File: config.mk
export PLATFORM = sky130hd
export DESIGN_NAME = rv64_alu_rf
export DESIGN_NICKNAME = d
export VERILOG_FILES = /design/src/rtl/rv64_exec_pkg.sv /design/src/rtl/rv64_alu_unit.sv /design/src/rtl/rv64_alu_rf.sv
export SDC_FILE = /design/constraint.sdc
export NUM_CORES = 2
export LEC_CHECK = 0
export BUFFER_PORTS_ARGS = -buffer_cell sky130_fd_sc_hd__buf_4
export CELL_PAD_IN_SITES_DETAIL_PLACEMENT = 0
export CELL_PAD_IN_SITES_GLOBAL_PLACEMENT = 1
export CORE_ASPECT_RATIO = 1.5
export CORE_MARGIN = 10
export CORE_UTILIZATION = 35
export DETAILED_ROUTE_END_ITERATION = 10
export GPL_TIMING_DRIVEN = 0
export PLACE_DENSITY = 0.65
export SYNTH_ARGS = -nofsm -noshare
export SYNTH_HDL_FRONTEND = slang
export SYNTH_HIERARCHICAL = 1
export SYNTH_SLANG_ARGS = --single-unit
File: constraint.sdc
create_clock -name clk -period 3.8 [get_ports clk]
set_input_delay 0.38 -clock clk [delete_from_list [all_inputs] [get_ports clk]]
set_output_delay 0.38 -clock clk [all_outputs]
set_load 0.05 [all_outputs]
File: src/rtl/rv64_exec_pkg.sv
// Shared types and constants for the RV64 execute-stage datapath.
package rv64_exec_pkg;

   localparam int XLEN   = 64;
   localparam int NREGS  = 32;
   localparam int REG_AW = $clog2(NREGS);

   localparam logic [1:0] ALUOP_ADD  = 2'b01;
   localparam logic [1:0] ALUOP_SLTU = 2'b10;

   typedef logic [XLEN-1:0]   xlen_t;
   typedef logic [REG_AW-1:0] regaddr_t;

endpackage

File: src/rtl/rv64_alu_unit.sv
// Combinational two-operation ALU: ADD (address generation) and unsigned set-less-than.
module rv64_alu_unit
   import rv64_exec_pkg::*;
(
   input  logic [1:0] aluop,
   input  xlen_t      src1,
   input  xlen_t      src2,
   output xlen_t      result
);

   always_comb begin
      // NOTE: default first so every path assigns result and no latch is inferred.
      result = '0;
      case (aluop)
         ALUOP_ADD:  result = src1 + src2;
         ALUOP_SLTU: result = {{(XLEN-1){1'b0}}, (src1 < src2)};
         default:    result = '0;
      endcase
   end

endmodule

File: src/rtl/rv64_alu_rf.sv
// Execute-stage datapath: 32x64 register file (2R/1W, x0 hardwired) plus ALU.
// Optional macro RF_BYPASS_EN forwards same-cycle write data to the read ports.
module rv64_alu_rf
   import rv64_exec_pkg::*;
(
   input  logic       clk,
   input  logic       rst,
   input  logic [1:0] aluop,
   input  xlen_t      src1,
   input  xlen_t      src2,
   output xlen_t      result,
   input  regaddr_t   raddr1,
   output xlen_t      rdata1,
   input  regaddr_t   raddr2,
   output xlen_t      rdata2,
   input  logic       we,
   input  regaddr_t   waddr,
   input  xlen_t      wdata
);

   xlen_t regs_q [NREGS];
   logic  wr_en;

   assign wr_en = we && (waddr != '0);

   // Entry 0 is cleared and never written; reads of address 0 are forced to 0 anyway.
   always_ff @(posedge clk) begin
      if (rst) begin
         // NOTE: the architectural reset clears every register, so the array is reset in a loop.
         for (int i = 0; i < NREGS; i++) begin
            regs_q[i] <= '0;
         end
      end else if (wr_en) begin
         // NOTE: non-blocking so reads in this cycle still see the old contents.
         regs_q[waddr] <= wdata;
      end
   end

   always_comb begin
      rdata1 = (raddr1 == '0) ? '0 : regs_q[raddr1];
      rdata2 = (raddr2 == '0) ? '0 : regs_q[raddr2];
`ifdef RF_BYPASS_EN
      if (!rst && wr_en && (raddr1 == waddr)) rdata1 = wdata;
      if (!rst && wr_en && (raddr2 == waddr)) rdata2 = wdata;
`endif
   end

   rv64_alu_unit u_alu (
      .aluop  (aluop),
      .src1   (src1),
      .src2   (src2),
      .result (result)
   );

endmodule

==> summary.md <==
| Metric | Value |
|---|---|
| Status | `finished, violations left` |
| Failing checks | `max-capacitance violations, max-slew violations, negative setup slack` |
| Worst-path cell with the longest stage delay | `a211oi_1` |
| Switching Share | `29.9%` |
| Worst setup startpoint | `raddr1[3]` |
| Top Registers | `regs_q (2048)` |
| Final max-slew violation count | `113` |
| Final-report setup violation count | `74` |
| Min Hold Slack | `240 ps` |
| Largest net degree at the start of global routing | `41` |
| Die height | `720 um` |
| Worst path most repeated cell | `buf_2` |
| Crit Path Max Fanout | `10` |
| Total net switching power | `17,400 uW` |
| Nets | `9,107` |
| Register area share after synthesis | `roughly 54%` |
| Largest stage delay, worst path | `between 700 and 800 ps` |
| Area grow syn2layout | `17.0%` |
| Initial Utilization | `35.2%` |
| Crit path arrival time | `3670 ps` |
| Commonest non-fill, non-tap cell in the layout | `edfxtp_1` |
| Initial antenna violation count | `74` |
| Setup TNS | `-5670 ps` |
| Layout cell share with drive strength beyond 1 | `about a quarter` |
| Root Buffer Master | `clkbuf_16` |
| Clock period minus worst slack | `4050 ps` |
| CTS clock-pin slew for the worst setup and hold paths | `90 ps` |
| Vias/cell | `between 6 and 7` |
| Die Area | `350,000 sq um` |
| Number of global-route vias before repair | `around 84,000` |
| 1st-pass router iterations | `7` |
| GPL Wtd Cong | `0.988` |
| Fin crit share | `107%` |
| Internal power | `40,700 uW` |
| # rows | `approximately 260` |
| Setup crit start kind | `input pin` |
| Global-route usage over all layers | `32.2%` |
| Comb pwr share | `19.1%` |
| Via count | `about 85,000` |
| # fillers | `29,952` |
| Worst Path Required | `3420 ps` |
| First-pass GRT wire length | `approximately 760,000 um` |
| VDD IR max | `0.000342 V` |
| Core Util, Final | `between 40% and 50%` |
| Prevailing post-synth register cell | `edfxtp_1` |
| Max-cap violations | `12` |
| WS Path Type | `input pin to output port` |
| Peak Freq | `0.247 GHz` |
| RSZ-0062 raised after global routing | `yes` |
| PD cells | `approximately 430 nW/um^2` |
| Clock power share | `34.9%` |
| #FFs+latches synth | `roughly 2,000` |
| CP cell instances | `buf_2 -> buf_2 -> nand2_1 -> clkbuf_2 -> a211oi_1 -> a2111oi_4 -> buf_4` |
| H-tree depth | `4` |
| DRC viols | `0` |
| Avg WL per Cell | `about 44 um` |
| TritonCTS clock tree | `done` |
| IO Pins | `404` |
| Slew HR | `-9.76%` |
| Post-synth EDFFs | `2,048` |
| Final Hold Viols | `0` |
| Crit path capture | `rdata1[47]` |
| Max reg flops | `2,048` |
| Yosys cell types | `slightly below 90` |
| Initial drt markers | `12,264` |
| LEAKAGE | `approximately 0.047 uW` |
| TritonCTS Sinks | `2,048` |
| Worst-Margin Slew | `1650 ps` |
| IO Port Bufs | `just under 400` |
| HP Class | `input pin to register` |
| Clock tree buffer depth | `4` |
| Critical path capture point type | `output port` |
| Post-synthesis cell area | `114,000 sq um` |
| Sequential fraction of design power | `46.0%` |
| Ys Warns | `6` |
| Post-route ant nets | `0` |
| Syn avg cell area | `approximately 14 sq um` |
| Core Region | `~320,000 sq um` |
| Total wire length | `584,000 um` |
| Hold path startpoint | `rst` |
| Chip Width | `487 um` |
| GRT Residual Overflow | `0` |
| Ys async rst share | `0%` |
| Clock buffer count from CTS | `201` |
| Most frequent cells in the layout | `edfxtp_1, and2_1, mux4_2` |
| Synth Instances | `roughly 8,000` |
| Biggest register | `regs_q` |
| Worst setup margin | `-248 ps` |
| Post-DP HPWL | `about 420,000 um` |
power by group through the flow:
stage                     Clock (uW)  Combinational (uW)  Sequential [uW]
after floorplan                    0                5630            26900
after global placement             0               10000            27100
after detailed placement           0               10300            27200
after CTS                      20100               10600            26700
after global routing           20900               11200            26800
final                          20300               11100            26700
metal layers:
metal | GRT usage (%) | part of all wire (%) | vias up | wire (um)
met4 | 29.6 | 11 | 34 | 66700
met1 | 34.5 | 32 | 43499 | 185000
met2 | 50.0 | 45 | 6904 | 264000
li1 | - | - | 32037 | -
met5 | 0 | 0.053 | - | 307
met3 | 10.7 | 12 | 2250 | 67900
how the worst min path moves through the flow:
stage                                 end  slack [ps]  cells after the start
3_5_place_dp   regs_q[2][7]$_SDFFCE_PN0P_         690                      2
2_1_floorplan  regs_q[1][0]$_SDFFCE_PN0P_         580                      1
5_1_grt        regs_q[0][3]$_SDFFCE_PN0P_         240                      2
6_report       regs_q[0][3]$_SDFFCE_PN0P_         240                      2
3_3_place_gp   regs_q[2][7]$_SDFFCE_PN0P_         690                      2
4_1_cts        regs_q[0][3]$_SDFFCE_PN0P_         210                      2
layout make-up:
class                           instances  area [sq um]  share of cell area, %
Sequential cell                      2048         61500                   46.0
Multi-Input combinational cell       5029         50500                   37.8
Tap cell                             4257          5330                   3.98
Timing Repair Buffer                  547          5250                   3.93
Clock buffer                          243          5230                   3.91
Buffer                                812          4370                   3.27
Clock inverter                        100           887                  0.663
Inverter                              126           473                  0.354
Antenna cell                           51           128                 0.0954
what timing repair did:
action	4_1_cts	5_1_grt
hold endpoints to repair	64	0
buffers inserted	9	14
cloned	0	0
setup endpoints to repair	155	111
pin swaps	19	29
hold buffers	64	0
gates resized for setup	422	164
cell families after synthesis:
family	count (synthesis)	share of synthesized area, %
simple gates	2589	13.4
xor+xnor	51	0.391
other cells	1	0.00328
buf+inv	948	3.58
fa+ha+maj	130	1.43
mux	1394	22.3
compound gates	801	5.11
flops	2048	53.8
Yosys cell counts, types with 18 or more instances:
library cell	count	area, sq um
xnor2_1	47	412
o211ai_1	36	270
o21ai_0	47	235
nand3_1	42	210
mux2_2	122	1370
buf_1	39	146
o22ai_1	102	638
buf_6	29	327
a21o_1	52	390
mux2i_1	366	3660
a221oi_1	60	526
o31ai_1	22	165
o221ai_1	55	482
nor3_1	26	130
edfxtp_1	2048	61500
mux4_2	906	20400
nand2_1	144	541
and2_1	1988	12400
a211oi_1	18	135
o21bai_1	24	180
nor4_1	35	219
nor2_1	188	706
a21oi_1	147	736
a22o_1	30	263
ha_1	129	1610
buf_2	104	521
a32oi_1	30	263
o2111ai_1	30	263
buf_4	44	330
and3_1	34	213
or2_2	40	250
clkbuf_1	602	2260
a22oi_1	74	556
nor2b_1	32	200
inv_1	120	450
critical path, delay by kind of cell:
family	cells	cell delay, ps
AO/OA/AOI/OAI	2	980
buffers and inverters	4	1750
AND/OR/NAND/NOR	1	510
metrics by stage:
| stage | power (uW) | cell area, sq um | setup WS, ps | instances |
|---|---|---|---|---|
| after global routing | 58900 | 134000 | -90.9 | 13176 |
| after floorplan | 32600 | 115000 | 46.4 | 8025 |
| after detailed placement | 37400 | 124000 | -1360 | 12742 |
| after CTS | 57400 | 133000 | -156 | 13150 |
| final | 58100 | 134000 | -248 | 13213 |
| after global placement | 37100 | 123000 | -3300 | 12680 |
No activity file was read; power rests on OpenSTA's default activity.
